<file path="src/rtl/spi_pkg.sv">
`default_nettype none
// +----------------------------------------------------------------------+
// | Module   : spi_pkg                                                   |
// | Purpose  : Shared frame geometry, header bit positions and frame     |
// |            state encoding for the SPI minion stream bridge.          |
// | Ports    : none (package)                                            |
// | Revision : 1.0  initial release                                      |
// +----------------------------------------------------------------------+
package spi_pkg;

  // Two header bits ride in front of every payload, in both directions.
  localparam int unsigned HDR_W = 2;

  typedef enum logic [1:0] {
    IDLE   = 2'd0,
    SHIFT  = 2'd1,
    COMMIT = 2'd2
  } frame_state_e;

  function automatic int unsigned frame_len(input int unsigned data_w);
    return data_w + HDR_W;
  endfunction

  // MOSI header: {wr, rd}; MISO header: {c2s_flag, space_flag}.
  function automatic int unsigned wr_bit(input int unsigned n);
    return n - 1;
  endfunction

  function automatic int unsigned rd_bit(input int unsigned n);
    return n - 2;
  endfunction

  function automatic int unsigned c2s_flag_bit(input int unsigned n);
    return n - 1;
  endfunction

  function automatic int unsigned space_flag_bit(input int unsigned n);
    return n - 2;
  endfunction

endpackage : spi_pkg
`default_nettype wire

</file>
<file path="src/rtl/spi_minion_stream_if.sv">
`default_nettype none
// +----------------------------------------------------------------------+
// | Module   : spi_minion_stream_if                                      |
// | Purpose  : val/rdy stream bundle between the SPI minion and the core.|
// | Ports    : s2c_msg/s2c_val/s2c_rdy  SPI-to-core stream               |
// |            c2s_msg/c2s_val/c2s_rdy  core-to-SPI stream               |
// |            modport master = minion side, modport slave = core side   |
// | Revision : 1.0  initial release                                      |
// +----------------------------------------------------------------------+
interface spi_minion_stream_if #(
  parameter int DATA_W = 8
);
  logic [DATA_W-1:0] s2c_msg;
  logic              s2c_val;
  logic              s2c_rdy;
  logic [DATA_W-1:0] c2s_msg;
  logic              c2s_val;
  logic              c2s_rdy;

  modport master (
    output s2c_msg, s2c_val, c2s_rdy,
    input  s2c_rdy, c2s_msg, c2s_val
  );

  modport slave (
    input  s2c_msg, s2c_val, c2s_rdy,
    output s2c_rdy, c2s_msg, c2s_val
  );
endinterface : spi_minion_stream_if
`default_nettype wire

</file>
<file path="src/rtl/spi_stream_fifo.sv">
`default_nettype none
// +----------------------------------------------------------------------+
// | Module   : spi_stream_fifo                                           |
// | Purpose  : Synchronous val/rdy FIFO with occupancy count. Enqueue    |
// |            and dequeue may coincide even when full.                  |
// | Ports    : clk, reset           clock, sync active-high reset        |
// |            enq_val, enq_msg     write side (caller gates on space)   |
// |            deq_val, deq_rdy,    read side; deq_val = not empty       |
// |            deq_msg                                                   |
// |            count                current occupancy 0..DEPTH           |
// | Revision : 1.0  initial release                                      |
// +----------------------------------------------------------------------+
module spi_stream_fifo #(
  parameter int DATA_W = 8,
  parameter int DEPTH  = 2
) (
  input  logic                     clk,
  input  logic                     reset,
  input  logic                     enq_val,
  input  logic [DATA_W-1:0]        enq_msg,
  output logic                     deq_val,
  input  logic                     deq_rdy,
  output logic [DATA_W-1:0]        deq_msg,
  output logic [$clog2(DEPTH):0]   count
);
  localparam int c_AW = $clog2(DEPTH);
  localparam logic [c_AW:0] c_FULL = (c_AW+1)'(DEPTH);

  logic [DATA_W-1:0] r_mem [DEPTH];
  logic [c_AW-1:0]   r_wr_ptr;
  logic [c_AW-1:0]   r_rd_ptr;
  logic [c_AW:0]     r_count;
  logic              w_deq;
  logic              w_enq;

  assign deq_val = (r_count != '0);
  assign deq_msg = r_mem[r_rd_ptr];
  assign count   = r_count;

  assign w_deq = deq_val & deq_rdy;
  // A full FIFO still accepts a write when the head leaves in the same cycle.
  assign w_enq = enq_val & ((r_count != c_FULL) | w_deq);

  always_ff @(posedge clk) begin
    if (reset) begin
      r_wr_ptr <= '0;
      r_rd_ptr <= '0;
      r_count  <= '0;
      for (int i = 0; i < DEPTH; i++) r_mem[i] <= '0;
    end else begin
      if (w_enq) begin
        r_mem[r_wr_ptr] <= enq_msg;
        r_wr_ptr        <= r_wr_ptr + c_AW'(1);
      end
      if (w_deq) r_rd_ptr <= r_rd_ptr + c_AW'(1);
      case ({w_enq, w_deq})
        2'b10:   r_count <= r_count + (c_AW+1)'(1);
        2'b01:   r_count <= r_count - (c_AW+1)'(1);
        default: r_count <= r_count;
      endcase
    end
  end
endmodule : spi_stream_fifo
`default_nettype wire

</file>
<file path="src/rtl/spi_minion_stream.sv">
`default_nettype none
// +----------------------------------------------------------------------+
// | Module   : spi_minion_stream                                         |
// | Purpose  : SPI mode-0 minion converting fixed-length frames into     |
// |            val/rdy streams, with per-direction FIFOs, flow-control   |
// |            flags, frame-length checking, overflow count and parity.  |
// | Ports    : clk, reset                 system clock, sync reset       |
// |            spi_cs/sclk/mosi/miso      pad-side SPI (async inputs)    |
// |            strm (master modport)      s2c / c2s val/rdy streams      |
// |            parity                     XOR of last committed write    |
// |            ovf_cnt, frame_err_cnt     saturating error counters      |
// | Revision : 1.0  initial release                                      |
// +----------------------------------------------------------------------+
module spi_minion_stream
  import spi_pkg::*;
#(
  parameter int DATA_W = 8,
  parameter int DEPTH  = 2,
  parameter int CNT_W  = 8
) (
  input  logic                clk,
  input  logic                reset,
  input  logic                spi_cs,
  input  logic                spi_sclk,
  input  logic                spi_mosi,
  output logic                spi_miso,
  spi_minion_stream_if.master strm,
  output logic                parity,
  output logic [CNT_W-1:0]    ovf_cnt,
  output logic [CNT_W-1:0]    frame_err_cnt
);
  localparam int c_N              = frame_len(DATA_W);
  localparam int c_WR_BIT         = wr_bit(c_N);
  localparam int c_RD_BIT         = rd_bit(c_N);
  localparam int c_C2S_FLAG_BIT   = c2s_flag_bit(c_N);
  localparam int c_SPACE_FLAG_BIT = space_flag_bit(c_N);
  localparam int c_BCW            = $clog2(c_N + 2);
  localparam int c_FCW            = $clog2(DEPTH) + 1;
  localparam logic [c_BCW-1:0] c_BIT_N   = c_BCW'(c_N);
  localparam logic [c_BCW-1:0] c_BIT_MAX = c_BCW'(c_N + 1);
  localparam logic [c_FCW-1:0] c_FULL    = c_FCW'(DEPTH);

  // Synchronizers reset to the idle bus levels so no edge appears after reset.
  logic [1:0] r_cs_sync, r_sclk_sync, r_mosi_sync;
  logic       r_cs_prev, r_sclk_prev;
  logic       w_cs_fall, w_cs_rise, w_sclk_rise, w_sclk_fall;

  always_ff @(posedge clk) begin
    if (reset) begin
      r_cs_sync   <= 2'b11;
      r_sclk_sync <= 2'b00;
      r_mosi_sync <= 2'b00;
      r_cs_prev   <= 1'b1;
      r_sclk_prev <= 1'b0;
    end else begin
      r_cs_sync   <= {r_cs_sync[0], spi_cs};
      r_sclk_sync <= {r_sclk_sync[0], spi_sclk};
      r_mosi_sync <= {r_mosi_sync[0], spi_mosi};
      r_cs_prev   <= r_cs_sync[1];
      r_sclk_prev <= r_sclk_sync[1];
    end
  end

  assign w_cs_fall   =  r_cs_prev   & ~r_cs_sync[1];
  assign w_cs_rise   = ~r_cs_prev   &  r_cs_sync[1];
  assign w_sclk_rise = ~r_sclk_prev &  r_sclk_sync[1];
  assign w_sclk_fall =  r_sclk_prev & ~r_sclk_sync[1];

  frame_state_e      r_state;
  logic [c_N-1:0]    r_rx;
  logic [c_N-1:0]    r_miso_sr;
  logic [c_BCW-1:0]  r_bit_cnt;
  logic              r_c2s_flag, r_space_flag, r_parity;
  logic [CNT_W-1:0]  r_ovf_cnt, r_ferr_cnt;

  logic [c_FCW-1:0]  w_s2c_count, w_c2s_count;
  logic              w_c2s_nonempty;
  logic [DATA_W-1:0] w_c2s_head;
  logic [c_N-1:0]    w_miso_load;
  logic              w_commit, w_frame_ok, w_frame_bad;
  logic              w_push, w_drop, w_pop;
  logic [DATA_W-1:0] w_data;

  // Commit decisions are taken in the very cycle the CS rise is seen.
  assign w_commit    = (r_state == SHIFT) & w_cs_rise;
  assign w_frame_ok  = w_commit & (r_bit_cnt == c_BIT_N);
  assign w_frame_bad = w_commit & (r_bit_cnt != '0) & (r_bit_cnt != c_BIT_N);
  assign w_data      = r_rx[DATA_W-1:0];
  // Flags were latched at CS fall; the s2c FIFO can only drain since then,
  // so a flagged-space write is always accepted.
  assign w_push      = w_frame_ok &  r_rx[c_WR_BIT] &  r_space_flag;
  assign w_drop      = w_frame_ok &  r_rx[c_WR_BIT] & ~r_space_flag;
  assign w_pop       = w_frame_ok &  r_rx[c_RD_BIT] &  r_c2s_flag;

  always_comb begin
    w_miso_load                    = '0;
    w_miso_load[c_C2S_FLAG_BIT]    = w_c2s_nonempty;
    w_miso_load[c_SPACE_FLAG_BIT]  = (w_s2c_count < c_FULL);
    w_miso_load[DATA_W-1:0]        = w_c2s_nonempty ? w_c2s_head : '0;
  end

  always_ff @(posedge clk) begin
    if (reset) begin
      r_state      <= IDLE;
      r_rx         <= '0;
      r_miso_sr    <= '0;
      r_bit_cnt    <= '0;
      r_c2s_flag   <= 1'b0;
      r_space_flag <= 1'b0;
      r_parity     <= 1'b0;
      r_ovf_cnt    <= '0;
      r_ferr_cnt   <= '0;
    end else begin
      case (r_state)
        IDLE: begin
          if (w_cs_fall) begin
            r_state      <= SHIFT;
            r_c2s_flag   <= w_miso_load[c_C2S_FLAG_BIT];
            r_space_flag <= w_miso_load[c_SPACE_FLAG_BIT];
            r_miso_sr    <= w_miso_load;
            r_rx         <= '0;
            r_bit_cnt    <= '0;
          end
        end
        SHIFT: begin
          if (w_cs_rise) begin
            r_state <= COMMIT;
          end else begin
            if (w_sclk_rise) begin
              r_rx <= {r_rx[c_N-2:0], r_mosi_sync[1]};
              if (r_bit_cnt != c_BIT_MAX) r_bit_cnt <= r_bit_cnt + c_BCW'(1);
            end
            if (w_sclk_fall) r_miso_sr <= {r_miso_sr[c_N-2:0], 1'b0};
          end
        end
        COMMIT:  r_state <= IDLE;
        default: r_state <= IDLE;
      endcase

      if (w_push) r_parity <= ^w_data;
      if (w_drop && (r_ovf_cnt != '1)) r_ovf_cnt <= r_ovf_cnt + CNT_W'(1);
      if (w_frame_bad && (r_ferr_cnt != '1)) r_ferr_cnt <= r_ferr_cnt + CNT_W'(1);
    end
  end

  assign spi_miso      = (r_state == SHIFT) & r_miso_sr[c_N-1];
  assign parity        = r_parity;
  assign ovf_cnt       = r_ovf_cnt;
  assign frame_err_cnt = r_ferr_cnt;
  assign strm.c2s_rdy  = (w_c2s_count != c_FULL);

  spi_stream_fifo #(.DATA_W(DATA_W), .DEPTH(DEPTH)) u_s2c_fifo (
    .clk     (clk),
    .reset   (reset),
    .enq_val (w_push),
    .enq_msg (w_data),
    .deq_val (strm.s2c_val),
    .deq_rdy (strm.s2c_rdy),
    .deq_msg (strm.s2c_msg),
    .count   (w_s2c_count)
  );

  spi_stream_fifo #(.DATA_W(DATA_W), .DEPTH(DEPTH)) u_c2s_fifo (
    .clk     (clk),
    .reset   (reset),
    .enq_val (strm.c2s_val & strm.c2s_rdy),
    .enq_msg (strm.c2s_msg),
    .deq_val (w_c2s_nonempty),
    .deq_rdy (w_pop),
    .deq_msg (w_c2s_head),
    .count   (w_c2s_count)
  );
endmodule : spi_minion_stream
`default_nettype wire

</file>
<file path="src/flat_wrapper.sv">
// flat-port wrapper written by rule: the top's interface ports become plain ports
module spi_minion_stream_flat import spi_pkg::*;
#(
  parameter int DATA_W = 8,
  parameter int DEPTH  = 2,
  parameter int CNT_W  = 8
)
  (clk, reset, spi_cs, spi_sclk, spi_mosi, spi_miso, parity, ovf_cnt, frame_err_cnt, strm_s2c_msg, strm_s2c_val, strm_c2s_rdy, strm_s2c_rdy, strm_c2s_msg, strm_c2s_val);
  spi_minion_stream_if #(.DATA_W(DATA_W)) strm_i ();
  input  logic clk;
  input  logic reset;
  input  logic spi_cs;
  input  logic spi_sclk;
  input  logic spi_mosi;
  output logic spi_miso;
  output logic parity;
  output logic [CNT_W-1:0] ovf_cnt;
  output logic [CNT_W-1:0] frame_err_cnt;
  output wire logic [$bits(strm_i.s2c_msg)-1:0] strm_s2c_msg;
  output wire logic [$bits(strm_i.s2c_val)-1:0] strm_s2c_val;
  output wire logic [$bits(strm_i.c2s_rdy)-1:0] strm_c2s_rdy;
  input wire logic [$bits(strm_i.s2c_rdy)-1:0] strm_s2c_rdy;
  input wire logic [$bits(strm_i.c2s_msg)-1:0] strm_c2s_msg;
  input wire logic [$bits(strm_i.c2s_val)-1:0] strm_c2s_val;
  assign strm_s2c_msg = strm_i.s2c_msg;
  assign strm_s2c_val = strm_i.s2c_val;
  assign strm_c2s_rdy = strm_i.c2s_rdy;
  assign strm_i.s2c_rdy = strm_s2c_rdy;
  assign strm_i.c2s_msg = strm_c2s_msg;
  assign strm_i.c2s_val = strm_c2s_val;
  spi_minion_stream #(.DATA_W(DATA_W), .DEPTH(DEPTH), .CNT_W(CNT_W)) u_core (.clk(clk), .reset(reset), .spi_cs(spi_cs), .spi_sclk(spi_sclk), .spi_mosi(spi_mosi), .spi_miso(spi_miso), .strm(strm_i), .parity(parity), .ovf_cnt(ovf_cnt), .frame_err_cnt(frame_err_cnt));
endmodule
</file>
<file path="config.mk">
export PLATFORM = sky130hd
export DESIGN_NAME = spi_minion_stream_flat
export DESIGN_NICKNAME = d
export VERILOG_FILES = /design/src/rtl/spi_pkg.sv /design/src/rtl/spi_minion_stream_if.sv /design/src/rtl/spi_stream_fifo.sv /design/src/rtl/spi_minion_stream.sv /design/src/flat_wrapper.sv
export SDC_FILE = /design/constraint.sdc
export NUM_CORES = 1
export LEC_CHECK = 0
export ABC_AREA = 1
export CAP_MARGIN = 20
export CELL_PAD_IN_SITES_DETAIL_PLACEMENT = 0
export CELL_PAD_IN_SITES_GLOBAL_PLACEMENT = 1
export CORE_ASPECT_RATIO = 0.5
export CORE_MARGIN = 1.5
export CORE_UTILIZATION = 39
export DETAILED_ROUTE_END_ITERATION = 6
export MAX_ROUTING_LAYER = met4
export PLACE_DENSITY = 0.79
export SETUP_SLACK_MARGIN = 0.05
export SYNTH_ARGS = -nofsm -noshare
export SYNTH_HDL_FRONTEND = slang
export SYNTH_HIERARCHICAL = 1
export SYNTH_SLANG_ARGS = --single-unit
</file>
<file path="constraint.sdc">
create_clock -name clk -period 2.1 [get_ports clk]
set_clock_uncertainty 0.05 [all_clocks]
set_input_delay 0.42 -clock clk [delete_from_list [all_inputs] [get_ports clk]]
set_output_delay 0.42 -clock clk [all_outputs]
set_load 0.005 [all_outputs]
</file>
==> metrics.md, run 1 <==
| Metric | Value |
|---|---|
| Post-DRT Antenna Nets | `0` |
| Yosys reg bits | `95` |
| RSZ-0062 raised after global routing | `true` |
| Peak Freq | `502 MHz` |
| Clk buf depth | `2` |
| DR vias | `3,641` |
| Utilization after layout | `0.513` |
| Placed insts | `788` |
| Clock sinks | `95` |
| Nets@finish | `665` |
| Grt ovf | `0` |
| Kind of critical path | `flop to output port` |
| Filler cells | `1,096` |
| Worst slew pin tran | `451 ps` |
| VDD IR max | `0.340 mV` |
| Worst Setup End Kind | `output port` |
| Slew Viols, Final | `0` |
| Synth cell types | `35` |
| Status | `finished, final reports clean` |
| Lkg Pwr | `2.43 nW` |
| Worst hold slack | `357 ps` |
| CTS tree | `built` |
| Syn Nets | `600` |
| EDFF count, synth | `32` |
| Root buf cell | `clkbuf_16` |
| Max-cap violations | `0` |
| Min Tclk post-route | `1990 ps` |
| Post-route DRC | `0` |
| Initial antenna violation count | `0` |
| Die Y-Extent | `80.1 um` |
| Starting density of the core | `0.411` |
| Final std cells w/o fill | `807` |
| CP max FO | `8` |
| Die X-Extent | `157 um` |
| Clock buffers created by TritonCTS | `9` |
| Area grow syn2layout | `24.8%` |
| Row cnt | `27` |
| Final Cell Area | `5790 um2` |
| Boundary Pins | `43` |
| Core area | `11,300 um2` |
| Crit-path slowest cell | `clkdlybuf4s50_1` |
| Avg Inst Size Synth | `8.02 um2` |
| Wirelength per Cell | `11.1 um` |
| Sw frac | `0.232` |
| RePlAce Congestion | `0.787` |
| Share of cells above drive strength 1 | `0.156` |
| Hold Path Class | `flop to flop` |
| Port bufs | `42` |
| Clk_lat worst skew | `340 ps` |
| Worst path cell trace | `mux2_2 -> clkdlybuf4s50_1` |
| Psw | `954 uW` |
| Share of power burned in registers | `0.486` |
| Final Cycle Share | `0.949` |
| Final number of hold-violating endpoints | `0` |
| Clk slew on worst S/H paths | `70 ps` |
| Max_slew headroom | `0.696` |
| Crit path DAT | `1520 ps` |
| Die area | `12,600 um2` |
| Worst path buffer plus inverter count | `1` |
| Post-synthesis sequential area ratio | `0.479` |
| Post-Route WL | `8.97 mm` |
| Total power | `4.12 mW` |
| Post-Synthesis Cell Area | `4640 um2` |
| H-tree depth | `3` |
| Most frequent cells in the layout | `nand2_1 (139), nor2_1 (106), inv_1 (69), dfxtp_1 (62), clkdlybuf4s50_1 (36)` |
| Critical Path Source Type | `flop` |
| Critical Path RT | `1630 ps` |
| Leading cell type in the layout, fill and taps excluded | `nand2_1` |
| Post-synthesis async set-or-reset flop share | `0` |
| Crit path max-delay family | `buffers and inverters` |
| First drt pass iteration count | `4` |
| Cell Area, Placed | `5370 um2` |
| Global-route wire length before repair | `15.7 mm` |
| ANT cells | `0` |
| Yosys warnings | `6` |
| PD cells | `712 nW/um2` |
| Final setup vio count | `0` |
| Drt initial violations | `198` |
| GRT Resource Usage Total | `0.162` |
| Main flop type after synthesis | `dfxtp_1` |
| Syn Inst Count | `578` |
| Vias in the first global route | `3,425` |
| Internal power | `3.17 mW` |
| Via density | `4.51` |
| Combinational cell fraction of total power | `0.082` |
| Clock share of power | `0.432` |
| Slowest stage delay, CP | `440 ps` |
| Pin count of the biggest net entering global routing | `29` |
| HPWL Detailed | `6.42 mm` |
-- per-stage QoR --
step	worst slack, ps	TNS, ps
final	106	0
after global routing	-19.6	-19.6
after global placement	33.2	0
after detailed placement	8.07	0
after floorplan	53.4	0
after CTS	55.4	0
-- worst register-to-register path: stages, from the launching register on --
cell and delay (ps):
dfxtp_1 330, inv_1 80, ha_2 190, nand3_2 110, nor2_4 100, and3_4 210, nand3b_4 180, nand2_4 70
ha_4 290, inv_1 40, nand2_1 50, nor2_1 30, nor2_1 80, nor2_1 50
-- registers in the layout, indices dropped and copies added, names as in the netlist, 2 cells and up, named ones only --
register,flops
u_core/r_miso_sr,10
u_core/r_state,2
u_core/r_cs_sync,2
u_core/u_c2s_fifo/count,2
u_core/r_bit_cnt,4
u_core/r_sclk_sync,2
u_core/r_rx,10
u_core/u_s2c_fifo/r_mem,16
u_core/ovf_cnt,8
u_core/u_c2s_fifo/r_mem,16
u_core/u_s2c_fifo/count,2
u_core/r_mosi_sync,2
u_core/frame_err_cnt,8
-- metal layers --
| layer | global-route usage | vias to the layer above | part of all wire |
|---|---|---|---|
| li1 | - | 1959 | - |
| met1 | 0.199 | 1633 | 0.51 |
| met2 | 0.265 | 43 | 0.45 |
| met3 | 0.0448 | 6 | 0.031 |
| met4 | 0.0434 | 0 | 0.0074 |
| met5 | - | - | 0 |
-- synthesized netlist by cell type, types with 4 or more instances --
| library cell | instances | area [um2] |
|---|---|---|
| dfxtp_1 | 63 | 1260 |
| o21ai_1 | 10 | 50.1 |
| edfxtp_1 | 32 | 961 |
| clkbuf_1 | 6 | 22.5 |
| o21ai_0 | 10 | 50.1 |
| mux2_2 | 16 | 180 |
| inv_2 | 7 | 26.3 |
| nand2_1 | 141 | 529 |
| nand4_1 | 14 | 87.6 |
| nand4_4 | 5 | 106 |
| nand3_1 | 19 | 95.1 |
| nand2_2 | 4 | 25.0 |
| a21oi_1 | 27 | 135 |
| inv_1 | 69 | 259 |
| ha_1 | 7 | 87.6 |
| nor2_1 | 107 | 402 |
| xor2_1 | 9 | 78.8 |
| nand2_4 | 4 | 45.0 |
-- final cells by class --
type	count	area, um2	area share
repair buffers	66	628	0.109
inverters	79	300	0.0519
well taps	159	199	0.0344
flip-flops and latches	95	2230	0.385
multi-input cells	392	2110	0.364
clock inverters	7	103	0.0177
clock buffers	9	225	0.0389
-- power by group through the flow --
stage,Clock (mW),Sequential (mW),Combinational [mW]
final,1.78,2.00,0.336
after global routing,1.91,2.01,0.383
after CTS,1.83,2.00,0.339
after detailed placement,0,2.05,0.334
after global placement,0,2.04,0.328
after floorplan,0,2.04,0.221
-- cell families after synthesis --
| kind of cell | Yosys count | share of synthesized area |
|---|---|---|
| buffers and inverters | 91 | 0.0777 |
| AO/OA/AOI/OAI | 50 | 0.0561 |
| adder cells (fa/ha/maj) | 7 | 0.0189 |
| XOR/XNOR | 11 | 0.0208 |
| multiplexers | 16 | 0.0388 |
| flip-flops | 95 | 0.479 |
| AND/OR/NAND/NOR | 308 | 0.309 |
-- final timing paths --
kind	cells past startpoint	startpoint	slack, ps	endpoint
worst max-delay path	2	flop	110	strm_s2c_msg[7]
worst max register to register	13	u_core/r_bit_cnt[0]	130	u_core/u_c2s_fifo/count[1]
worst min-delay path	1	u_core/r_cs_sync[0]	360	u_core/r_cs_sync[1]
worst min register to register	1	u_core/r_cs_sync[0]	360	u_core/r_cs_sync[1]
-- repair_timing --
| action | 4_1_cts | 5_1_grt |
|---|---|---|
| setup buffers | 2 | 1 |
| hold buffers | 0 | 0 |
| resized for setup | 5 | 11 |
| pin swaps | 1 | 0 |
| setup endpoints to repair | 10 | 18 |
Note: power is estimated with default switching activity, not from simulation.
==> run 2: changes to the inputs <==
--- a/config.mk
+++ b/config.mk
@@ -13,9 +13,9 @@
 export CORE_MARGIN = 1.5
 export CORE_UTILIZATION = 39
 export DETAILED_ROUTE_END_ITERATION = 6
-export MAX_ROUTING_LAYER = met4
 export PLACE_DENSITY = 0.79
 export SETUP_SLACK_MARGIN = 0.05
+export SKIP_CTS_REPAIR_TIMING = 1
 export SYNTH_ARGS = -nofsm -noshare
 export SYNTH_HDL_FRONTEND = slang
 export SYNTH_HIERARCHICAL = 1
==> metrics.md, run 2 (synthesized netlist as in run 1, its figures left out) <==
| Metric | Value |
|---|---|
| Place WS | `8.07 ps (unchanged)` |
| Clk_lat worst skew | `340 ps (about the same)` |
| Slew Viols, Final | `0 (unchanged)` |
| Status | `finished, final reports clean` |
| Critical Path RT | `1630 ps (about the same)` |
| Vias in the first global route | `3,409 (-0.47%)` |
| Row cnt | `27 (unchanged)` |
| First drt pass iteration count | `4 (unchanged)` |
| HPWL Detailed | `6.42 mm (unchanged)` |
| Wirelength per Cell | `11.1 um (-0.22%)` |
| Die area | `12,600 um2 (unchanged)` |
| Psw | `956 uW (+0.12%)` |
| Grt ovf | `0 (unchanged)` |
| GR Util met1 | `0.197 (-0.00236)` |
| Combinational cell fraction of total power | `0.081 (about the same)` |
| Met3 Resource Use GR | `0.0448 (unchanged)` |
| Global-route wire length before repair | `15.5 mm (-1.0%)` |
| Largest regs | `u_core/u_c2s_fifo/r_mem x16, u_core/u_s2c_fifo/r_mem x16` |
| Clock share of power | `0.432 (about the same)` |
| Core area | `11,300 um2 (unchanged)` |
| Max_slew headroom | `0.775 (+0.0783)` |
| Port bufs | `42 (unchanged)` |
| Most Used Layer, Global Route | `met2` |
| Post-Route WL | `8.96 mm (-0.10%)` |
| Worst hold slack | `357 ps (+0.212 ps)` |
| Nets@finish | `666 (+0.15%)` |
| PnR worst setup slack | `102 ps (-4.29 ps)` |
| Initial antenna violation count | `0 (unchanged)` |
| Clk buf depth | `2 (unchanged)` |
| Share of cells above drive strength 1 | `0.159 (+0.00284)` |
| Area grow syn2layout | `24.9% (about the same)` |
| Min Tclk post-route | `2000 ps (+4.29 ps)` |
| Crit path DAT | `1530 ps (about the same)` |
| Drt initial violations | `191 (-3.5%)` |
| Sw frac | `0.232 (+0.000238)` |
| RSZ-0062 raised after global routing | `true` |
| DR vias | `3,666 (+0.69%)` |
| Leading cell type in the layout, fill and taps excluded | `nand2_1` |
| Via density | `4.54 (+0.56%)` |
| Starting density of the core | `0.411 (unchanged)` |
| Critical Path Source Type | `flop` |
| Final Cycle Share | `0.951 (+0.00204)` |
| Die Y-Extent | `80.1 um (unchanged)` |
| Internal power | `3.17 mW (about the same)` |
| PD cells | `712 nW/um2 (about the same)` |
| Die X-Extent | `157 um (unchanged)` |
| Clock buffers created by TritonCTS | `9 (unchanged)` |
| Placed insts | `788 (unchanged)` |
| Clk slew on worst S/H paths | `70 ps (about the same)` |
| ANT cells | `0 (unchanged)` |
| Hold Path Class | `flop to flop` |
| GRT Resource Usage Total | `0.156 (-0.00626)` |
| Pin count of the biggest net entering global routing | `29 (unchanged)` |
| Lkg Pwr | `2.43 nW (+0.14%)` |
| Final setup vio count | `0 (unchanged)` |
| Max-cap violations | `0 (unchanged)` |
| Worst slew pin tran | `337 ps (-114 ps)` |
| Kind of critical path | `flop to output port` |
| CTS tree | `built` |
| Worst Setup End Kind | `output port` |
| Final Cell Area | `5790 um2 (about the same)` |
| Met2 Use GR | `0.263 (-0.00264)` |
| Post-DRT Antenna Nets | `0 (unchanged)` |
| Final std cells w/o fill | `808 (+0.12%)` |
| Peak Freq | `500 MHz (-0.21%)` |
| Root buf cell | `clkbuf_16` |
| VDD IR max | `0.339 mV (-0.17%)` |
| H-tree depth | `3 (unchanged)` |
| CP max FO | `8 (unchanged)` |
| Cell Area, Placed | `5370 um2 (unchanged)` |
| Post-route DRC | `0 (unchanged)` |
| Most frequent cells in the layout | `nand2_1 (138), nor2_1 (106), inv_1 (69), dfxtp_1 (62), clkdlybuf4s50_1 (36)` |
| RePlAce Congestion | `0.776 (-1.3%)` |
| Boundary Pins | `43 (unchanged)` |
| Clock sinks | `95 (unchanged)` |
| Final number of hold-violating endpoints | `0 (unchanged)` |
| Share of power burned in registers | `0.486 (about the same)` |
[run 2: critical path, stage by stage, from the launching register on]
cell	delay [ps]
dfxtp_4	410
mux2_2	340
clkdlybuf4s50_1	440
[run 2: worst paths after layout]
| kind | from | endpoint | slack [ps] | cells after the start |
|---|---|---|---|---|
| worst min-delay path | u_core/r_cs_sync[0] | u_core/r_cs_sync[1] | 360 | 1 |
| worst max-delay path | flop | strm_s2c_msg[7] | 100 | 2 |
| worst min register to register | u_core/r_cs_sync[0] | u_core/r_cs_sync[1] | 360 | 1 |
| worst max register to register | u_core/r_bit_cnt[0] | u_core/u_c2s_fifo/count[1] | 120 | 13 |
[run 2: power groups by stage]
stage	Sequential [mW]	Combinational, mW	Clock (mW)
4_1_cts	2.00	0.336	1.83
2_1_floorplan	2.04	0.221	0
3_5_place_dp	2.05	0.334	0
5_1_grt	2.01	0.382	1.91
6_report	2.00	0.336	1.78
3_3_place_gp	2.04	0.328	0
[run 2: area by class of cell]
| cell class | count | area (um2) |
|---|---|---|
| fillers | 1097 | 5490 |
| flip-flops and latches | 95 | 2230 |
| multi-input cells | 392 | 2100 |
| repair buffers | 67 | 636 |
| inverters | 79 | 300 |
| clock buffers | 9 | 225 |
| well taps | 159 | 199 |
| clock inverters | 7 | 103 |
[run 2: through the flow]
| stage | TNS (ps) | power [mW] | utilization |
|---|---|---|---|
| 2_1_floorplan | 0 | 2.26 | - |
| 3_3_place_gp | 0 | 2.37 | 0.476 |
| 3_5_place_dp | 0 | 2.38 | 0.476 |
| 4_1_cts | -825 | 4.18 | 0.505 |
| 5_1_grt | -39.5 | 4.30 | 0.513 |
| 6_report | 0 | 4.12 | 0.513 |
[run 2: routing by layer]
| metal | vias to the layer above | share of wire | wire length (um) |
|---|---|---|---|
| met5 | - | 0 | 0 |
| met4 | 0 | 0.011 | 96 |
| met3 | 7 | 0.035 | 317 |
| met2 | 48 | 0.45 | 4050 |
| met1 | 1651 | 0.50 | 4500 |
| li1 | 1960 | - | - |
